==> src/rtl/irq_ctrl_pkg.sv <==
// Shared types for the interrupt controller: FSM states, register map, ID layout.
// Includes the fixed-priority helper used to pick the lowest pending, unmasked line.
package irq_ctrl_pkg;

    typedef enum logic [1:0] {
        ST_IDLE    = 2'd0,
        ST_REQUEST = 2'd1,
        ST_SERVICE = 2'd2
    } irq_state_e;

    localparam logic [1:0] ADDR_MASK    = 2'd0;
    localparam logic [1:0] ADDR_PENDING = 2'd1;
    localparam logic [1:0] ADDR_ID      = 2'd2;
    localparam logic [1:0] ADDR_STATE   = 2'd3;

    localparam int ID_VALID_BIT = 31;

    // Lowest set bit wins; returns 0 when nothing is set (callers gate on any-set).
    function automatic int unsigned lowest_set(input logic [15:0] v);
        int unsigned idx;
        idx = 0;
        for (int i = 15; i >= 0; i--) begin
            if (v[i]) idx = i;
        end
        return idx;
    endfunction

endpackage

==> src/rtl/irq_controller_if.sv <==
// Register bus plus coprocessor handshake between the MIPS core and the interrupt controller.
// The master side is the core; the slave side is irq_controller.
interface irq_controller_if #(
    parameter int ID_W = 4
);
    logic            i_we;
    logic [1:0]      i_addr;
    logic [31:0]     i_wdata;
    logic [31:0]     o_rdata;
    logic            i_exception;
    logic            i_eret;
    logic            o_external_interrupt;
    logic [ID_W-1:0] o_irq_id;

    modport master (
        output i_we, i_addr, i_wdata, i_exception, i_eret,
        input  o_rdata, o_external_interrupt, o_irq_id
    );

    modport slave (
        input  i_we, i_addr, i_wdata, i_exception, i_eret,
        output o_rdata, o_external_interrupt, o_irq_id
    );
endinterface

==> src/rtl/irq_sync_edge.sv <==
// One interrupt line: 2-flop synchroniser then edge register; o_rise pulses for one cycle
// two edges after the raw line rises, so the consumer latches it on the third edge. No backpressure.
module irq_sync_edge (
    input  logic i_clk,
    input  logic i_rst_n,
    input  logic i_async,
    output logic o_rise
);
    logic sync1, sync2, prev;

    always_ff @(posedge i_clk or negedge i_rst_n) begin
        if (!i_rst_n) begin
            sync1 <= 1'b0;
            sync2 <= 1'b0;
            prev  <= 1'b0;
        end else begin
            sync1 <= i_async;
            sync2 <= sync1;
            prev  <= sync2;
        end
    end

    assign o_rise = sync2 & ~prev;
endmodule

==> src/rtl/irq_controller.sv <==
// Latches synchronised rising edges as pending and presents one fixed-priority request at a time;
// request is registered (1 cycle after pending), held until exception accepts it or it is withdrawn.
module irq_controller
    import irq_ctrl_pkg::*;
#(
    parameter int N_IRQ = 8,
    parameter int ID_W  = 4
) (
    input  logic             i_clk,
    input  logic             i_rst_n,
    input  logic [N_IRQ-1:0] i_irq,
    irq_controller_if.slave  bus
);
    logic [N_IRQ-1:0] rise, pending, pending_nxt, mask, cand, id_sel;
    logic [ID_W-1:0]  winner, id_q;
    logic             ext_q, wr_mask, wr_pend, accept, id_live;
    irq_state_e       state;

    for (genvar k = 0; k < N_IRQ; k++) begin : g_line
        irq_sync_edge u_sync (
            .i_clk   (i_clk),
            .i_rst_n (i_rst_n),
            .i_async (i_irq[k]),
            .o_rise  (rise[k])
        );
    end

    assign cand    = pending & mask;
    assign winner  = ID_W'(lowest_set(16'(cand)));
    assign id_sel  = N_IRQ'(1) << id_q;
    assign id_live = |(pending & mask & id_sel);
    assign wr_mask = bus.i_we && (bus.i_addr == ADDR_MASK);
    assign wr_pend = bus.i_we && (bus.i_addr == ADDR_PENDING);
    assign accept  = (state == ST_REQUEST) && bus.i_exception;

    // A fresh edge is OR-ed in last so it survives a same-cycle W1C or acceptance clear.
    always_comb begin
        pending_nxt = pending;
        if (wr_pend) pending_nxt = pending_nxt & ~bus.i_wdata[N_IRQ-1:0];
        if (accept)  pending_nxt = pending_nxt & ~id_sel;
        pending_nxt = pending_nxt | rise;
    end

    always_ff @(posedge i_clk or negedge i_rst_n) begin
        if (!i_rst_n) begin
            pending <= '0;
            mask    <= '0;
        end else begin
            pending <= pending_nxt;
            if (wr_mask) mask <= bus.i_wdata[N_IRQ-1:0];
        end
    end

    always_ff @(posedge i_clk or negedge i_rst_n) begin
        if (!i_rst_n) begin
            state <= ST_IDLE;
            ext_q <= 1'b0;
            id_q  <= '0;
        end else begin
            case (state)
                ST_IDLE: begin
                    if (|cand) begin
                        id_q  <= winner;
                        ext_q <= 1'b1;
                        state <= ST_REQUEST;
                    end
                end
                ST_REQUEST: begin
                    if (bus.i_exception) begin
                        ext_q <= 1'b0;
                        state <= ST_SERVICE;
                    end else if (!id_live) begin
                        ext_q <= 1'b0;
                        state <= ST_IDLE;
                    end
                end
                ST_SERVICE: begin
                    if (bus.i_eret) state <= ST_IDLE;
                end
                default: begin
                    ext_q <= 1'b0;
                    state <= ST_IDLE;
                end
            endcase
        end
    end

    assign bus.o_external_interrupt = ext_q;
    assign bus.o_irq_id             = id_q;

    always_comb begin
        bus.o_rdata = '0;
        case (bus.i_addr)
            ADDR_MASK:    bus.o_rdata = 32'(mask);
            ADDR_PENDING: bus.o_rdata = 32'(pending);
            ADDR_ID: begin
                bus.o_rdata[ID_W-1:0]    = id_q;
                bus.o_rdata[ID_VALID_BIT] = (state == ST_REQUEST) || (state == ST_SERVICE);
            end
            default:      bus.o_rdata = 32'(state);
        endcase
    end
endmodule

==> src/flat_wrapper.sv <==
// flat-port wrapper written by rule: the top's interface ports become plain ports
module irq_controller_flat import irq_ctrl_pkg::*;
#(
    parameter int N_IRQ = 8,
    parameter int ID_W  = 4
)
  (i_clk, i_rst_n, i_irq, bus_i_we, bus_i_addr, bus_i_wdata, bus_i_exception, bus_i_eret, bus_o_rdata, bus_o_external_interrupt, bus_o_irq_id);
  irq_controller_if #(.ID_W(ID_W)) bus_i ();
  input  logic i_clk;
  input  logic i_rst_n;
  input  logic [N_IRQ-1:0] i_irq;
  input wire logic [$bits(bus_i.i_we)-1:0] bus_i_we;
  input wire logic [$bits(bus_i.i_addr)-1:0] bus_i_addr;
  input wire logic [$bits(bus_i.i_wdata)-1:0] bus_i_wdata;
  input wire logic [$bits(bus_i.i_exception)-1:0] bus_i_exception;
  input wire logic [$bits(bus_i.i_eret)-1:0] bus_i_eret;
  output wire logic [$bits(bus_i.o_rdata)-1:0] bus_o_rdata;
  output wire logic [$bits(bus_i.o_external_interrupt)-1:0] bus_o_external_interrupt;
  output wire logic [$bits(bus_i.o_irq_id)-1:0] bus_o_irq_id;
  assign bus_i.i_we = bus_i_we;
  assign bus_i.i_addr = bus_i_addr;
  assign bus_i.i_wdata = bus_i_wdata;
  assign bus_i.i_exception = bus_i_exception;
  assign bus_i.i_eret = bus_i_eret;
  assign bus_o_rdata = bus_i.o_rdata;
  assign bus_o_external_interrupt = bus_i.o_external_interrupt;
  assign bus_o_irq_id = bus_i.o_irq_id;
  irq_controller #(.N_IRQ(N_IRQ), .ID_W(ID_W)) u_core (.i_clk(i_clk), .i_rst_n(i_rst_n), .i_irq(i_irq), .bus(bus_i));
endmodule
==> config.mk <==
export PLATFORM = sky130hd
export DESIGN_NAME = irq_controller_flat
export DESIGN_NICKNAME = d
export VERILOG_FILES = /design/src/rtl/irq_ctrl_pkg.sv /design/src/rtl/irq_controller_if.sv /design/src/rtl/irq_sync_edge.sv /design/src/rtl/irq_controller.sv /design/src/flat_wrapper.sv
export SDC_FILE = /design/constraint.sdc
export NUM_CORES = 1
export LEC_CHECK = 0
export ABC_AREA = 1
export BUFFER_PORTS_ARGS = -buffer_cell sky130_fd_sc_hd__buf_2
export CAP_MARGIN = 15
export CORE_ASPECT_RATIO = 1.25
export CORE_MARGIN = 4
export CORE_UTILIZATION = 49
export DETAILED_ROUTE_END_ITERATION = 16
export PLACE_DENSITY = 0.8
export REMOVE_ABC_BUFFERS = 1
export SKIP_CTS_REPAIR_TIMING = 1
export SLEW_MARGIN = 30
export SYNTH_ARGS = -nofsm -noshare
export SYNTH_HDL_FRONTEND = slang
export SYNTH_SLANG_ARGS = --single-unit
==> constraint.sdc <==
create_clock -name i_clk -period 1.5 [get_ports i_clk]
set_input_delay 0.075 -clock i_clk [delete_from_list [all_inputs] [get_ports i_clk]]
set_output_delay 0.075 -clock i_clk [all_outputs]
set_load 0.01 [all_outputs]
== Word level (Yosys, flattened, before mapping) ==
Index checks and enable logic that the tools add are counted.

* Equality and inequality tests: 7
* Multiplexer cells: 22
* Bitwise logic cells: 24
* Reductions and logical operators: 11
* Shift operators: 1

{| class="wikitable"
|+ Operator list
! kind !! number
|-
| 8-bit AND || 4
|-
| 4-bit 2-to-1 mux || 6
|-
| 8-bit 2-to-1 mux || 2
|-
| 8-bit NOT || 2
|-
| 8-bit OR reduction || 2
|-
| 4-bit case mux with 3 select lines || 1
|-
| 1-bit NOT || 9
|-
| 1-bit AND || 8
|-
| 2-bit 2-to-1 mux || 4
|-
| 8-bit OR || 1
|-
| 4-bit case mux with 2 select lines || 1
|-
| 1-bit by 4-bit left shift with 8-bit output (first input constant) || 1
|-
| 3-bit 2-to-1 mux || 2
|-
| 2-bit case mux with 3 select lines || 1
|-
| 3-bit AND reduction || 2
|-
| 2-bit by 1-bit == test with 1-bit output (second input constant) || 2
|-
| 2-bit == test (second input constant) || 2
|-
| 2-bit zero test || 2
|-
| 1-bit 2-to-1 mux || 4
|-
| 1-bit logical AND || 3
|-
| 3-bit inequality test (second input constant) || 1
|-
| 1-bit case mux with 3 select lines || 1
|-
| 2-bit by 1-bit inequality test with 1-bit output (second input constant) || 1
|-
| 2-bit inequality test (second input constant) || 1
|-
| 2 further kinds || 2
|}

* Logic and storage cells: 94
* Bits in registers: 47
* Bits of input ports: 47
* Output and inout port bits: 37

== Depth between registers and ports, before layout ==
* Word-level depth: 9
* Depth in mapped cells: 11
* Depth with buffers taken out: 10

== Hierarchy ==
Synthesis repeated with hierarchy kept, for this count alone.

* Cells, all modules: 240
* Area, all modules: 2259.7 um^2

{| class="wikitable"
|+ Modules (own cells, without submodules)
! module !! instances !! cells each !! area an instance (um^2) !! seq. area each (um^2)
|-
| irq_controller || 1 || 200 || 1579.0 || 550.5
|-
| irq_sync_edge || 8 || 5 || 85.1 || 75.1
|}

== Worst setup path after synthesis ==
No wires, ideal clock.

* Kind: register -> register
* Start point: register u_core.id_q[1], in the netlist u_core.bus.o_irq_id[1]
* End point: register u_core.state[0]
* Setup slack: 0.243 ns
* Library setup time: 0.117 ns
* Arrival: 1.140 ns
* Path buffers: 1
* Data required time: 1.383 ns
* Cell stages (with the launch flop): 12
* Period minus slack after synthesis: 1.257 ns
* Path through: dfrtp_1 > buf_6 > nand2_4 > nor2_2 > nand2_1 > nand2_1 > nor2_1 > nand2_1 > nand2_2 > nand3_2 > nand2_1 > nand2_1

* Longest elaborated chain between the ends: 5

{| class="wikitable"
|+ Ends and longest elaborated chain
! element !! RTL line !! RTL
|-
| start, declared || irq_controller.sv:15 || <nowiki>logic [ID_W-1:0] winner, id_q;</nowiki>
|-
| start signal, assigned || irq_controller.sv:63 || <nowiki>id_q <= winner;</nowiki>
|-
| 1-bit by 4-bit left shift with 8-bit output || irq_controller.sv:30 || <nowiki>assign id_sel = N_IRQ'(1) << id_q;</nowiki>
|-
| 8-bit AND || irq_controller.sv:31 || <nowiki>assign id_live = |(pending & mask & id_sel);</nowiki>
|-
| 8-bit OR reduction || irq_controller.sv:31 ||
|-
| 3-bit inequality test (no line) || -- ||
|-
| 3-bit AND reduction (no line) || -- ||
|-
| end signal, assigned || irq_controller.sv:56 || <nowiki>state <= ST_IDLE;</nowiki>
|-
| end signal, assigned || irq_controller.sv:65 || <nowiki>state <= ST_REQUEST;</nowiki>
|-
| end signal, assigned || irq_controller.sv:71 || <nowiki>state <= ST_SERVICE;</nowiki>
|-
| end, declared || irq_controller.sv:17 || <nowiki>irq_state_e state;</nowiki>
|}

No other way between the ends.
A chain may end at the register's enable or synchronous reset.

== Worst setup path after layout ==
* Start point: register u_core.id_q[0], in the netlist u_core.bus.o_irq_id[0]
* End point: output bus_o_rdata[0]

* Longest elaborated chain between the ends: 1

{| class="wikitable"
|+ Ends and longest elaborated chain
! element !! RTL line !! RTL
|-
| 4-bit case mux with 3 select lines || irq_controller.sv:93 || <nowiki>case (bus.i_addr)</nowiki>
|-
| end, declared || flat_wrapper.sv:17 || <nowiki>output wire logic [$bits(bus_i.o_rdata)-1:0] bus_o_rdata;</nowiki>
|}

No other way between the ends.

==> results.md <==
- Skew-Pair Late Insertion Delay: 0.30 ns
- CTS Buffer Depth: 2
- Final Critical Period: around 1.4 ns
- Unique masters post-synth: 29
- Remaining Overflow, GRT: 0
- Post-detailed-route via-to-cell ratio: 4.91
- Netlist Area Pre-Place: 2250 µm²
- Per-cell routed wire length: 12.2 µm
- Placed Instances: around 330
- Layout cell share with drive strength beyond 1: 24.5%
- Router iterations before antenna repair: 4
- Via count of the first global-routing pass: 1,603
- Row count: 27
- Total of warnings raised by yosys: 0
- Dpl hpwl: roughly 3300 µm
- Post-synthesis sequential element count: between 40 and 50
- Clock buffers created by TritonCTS: 5
- Setup slack of the most critical reg-to-reg path: about 0.15 ns
- Floorplan die area: roughly 5700 µm²
- Area Overhead vs Synth: 15.1%
- Count of nets after finishing: 340
- Final hold violation count: 0
- Total via count in the routed design: about 1,700
- ANT cells: 0
- Overall global routing resource usage: 16.3%
- Initial core utilization: 50.8%
- Maximum vdd drop: 0.734 mV
- Data arrival time of the critical path: approximately 1.4 ns
- Tcrit/Tclk final: 95.0%
- Worst path required time: 1.42 ns
- Final clock skew: 0.00692 ns
- Count of fill cells added during filler insertion: 418
- Top fanout value on the critical path: 8
- Number of setup violations in the final report: 0
- Non-filler instance count after layout: 348
- Worst hold stages: 3
- Antenna violations before repair: 0
- Synthesized instance count: 240
- PwrDens: approximately 1400 nW/µm²
- Classification of the worst setup path: flop to output pin
- Wire length of the first global-routing pass: 7060 µm
- Biggest area contributors in the synthesized netlist: dfrtp_1 (51%), buf_4 (8.0%), nand2_1 (6.8%)
- Highest-count cells in the layout ignoring fill and taps: dfrtp_1 (44), nand2_1 (40), buf_2 (35)
- Leading area contributor after synthesis: dfrtp_1
- Top-level port count: 84
- Clock tree from TritonCTS: yes
- Setup crit start kind: flop
- Static leakage: 1.36 nW
- Count of antenna-violating nets left after detailed routing: 0
- Result of the run: finished clean
- Number of pins exceeding their max-slew limit in the final report: 0
- Post-synthesis average cell area: 9.37 µm²
- Element type at the critical path end: output pin
- Number of sinks handled by clock tree synthesis: 46
- Multi-input logic area: 821 µm²
- H-tree Lvls: 2
- Commonest non-fill, non-tap cell in the layout: dfrtp_1
- PortBufs: 35
- Cells on worst reg2reg path: 6
- Largest net degree at the start of global routing: 28
- Floorplan Core Area: 4430 µm²
- DRT iter0 DRCs: between 100 and 150
- Unrepaired setup endpoints after global routing: false
- Reg area: about 1200 µm²
- Worst Hold Margin: 0.0354 ns
- Die Ht: 83.7 µm
- Sequential area share after synthesis: 51.2%
- Path type of the worst min-delay path: primary input to flop
- Achievable frequency: 702 MHz
- Area share of the largest cell type after synthesis: 51.2%
- Final core utilization: 58.5%
- Max-capacitance violation count: 0
- Clock transition at the registers of the reported paths: 0.09 ns
- Root buf cell: clkbuf_8
- # DRC: 0
- Die width: 68.6 µm
- Weighted congestion at the end of routability-driven global placement: 0.942
- Detailed-route wire length: ~4200 µm
sequential cells by signal (all words and copies together), names as in the netlist:
signal                           flops
u_core.bus.o_external_interrupt      1
u_core.bus.o_irq_id                  3
u_core.g_line.u_sync.prev            8
u_core.g_line.u_sync.sync1           8
u_core.g_line.u_sync.sync2           8
u_core.mask                          8
u_core.pending                       8
u_core.state                         2
logic make-up after synthesis:
kind of cell | Yosys count | share of synthesized area, %
fa+ha+maj | 3 | 1.67
simple gates | 85 | 19.2
flops | 46 | 51.2
compound gates | 41 | 11.0
buf+inv | 64 | 16.8
other cells | 1 | 0.167
per-stage QoR:
stage / TNS (ns) / setup WS (ns) / power, mW / area, µm²
floorplan: 0 / 0.168 / 2.49 / 2100
global placement: 0 / 0.0363 / 2.92 / 2400
detailed placement: 0 / 0.0354 / 2.95 / 2400
CTS: -0.124 / -0.0624 / 3.68 / 2480
global route: 0 / 0.00335 / 4.00 / 2590
finish: 0 / 0.0746 / 3.70 / 2590
cell usage after synthesis:
master and count:
o22ai_1 8, o21ai_1 4, dfrtp_1 46, nand2_1 41, nand3_2 2, inv_1 31, nor2_2 4, a21oi_1 4
a22o_1 5, or2_2 1, nand4_1 4, nand3_1 9, nand3b_1 1, nor3_1 2, inv_6 1, nor2_1 7
ha_1 3, buf_4 24, o2111ai_1 2, nand2_4 3, buf_6 5, conb_1 1, o211ai_1 2, inv_2 1
nor4_1 6, o21ai_0 16, nor2_4 2, inv_4 2, nand2_2 3
final cells by class:
class / instances / share of cell area [%]
repair buffers: 49 / 12.2
well taps: 58 / 2.80
multi-input cells: 153 / 31.7
clock buffers: 5 / 2.66
inverters: 35 / 5.46
flip-flops and latches: 46 / 44.6
clock inverters: 2 / 0.580
power by group:
part	leakage (nW)	total, mW	internal, mW	switching, mW
combinational	0.797	1.28	0.511	0.773
clock	0.0362	0.728	0.318	0.410
sequential	0.531	1.69	1.45	0.238
worst max-delay path, stage by stage, from the launching register on:
cell and delay (ns):
dfrtp_2 0.52, buf_4 0.19, nand3_1 0.07, o2111ai_1 0.11
buf_2 0.16
final timing paths:
path / startpoint / endpoint
min in group asynchronous: i_rst_n / u_core.pending[6]
hold / removal: bus_i_wdata[5] / u_core.mask[5]
setup reg to reg: u_core.mask[5] / u_core.bus.o_irq_id[1]
hold reg to reg: u_core.g_line[0].u_sync.sync1 / u_core.g_line[0].u_sync.sync2
setup / recovery: u_core.bus.o_irq_id[0] / bus_o_rdata[0]
max in group asynchronous: i_rst_n / u_core.g_line[0].u_sync.sync1
metal layers:
metal / up-vias / part of all wire (%) / track usage (%)
li1: 836 / - / -
met1: 818 / 39 / 19.5
met2: 46 / 53 / 26.7
met3: 8 / 5.7 / 4.31
met4: 0 / 2.4 / 6.69
met5: - / 0 / 0
(Power assumes the default switching activity.)
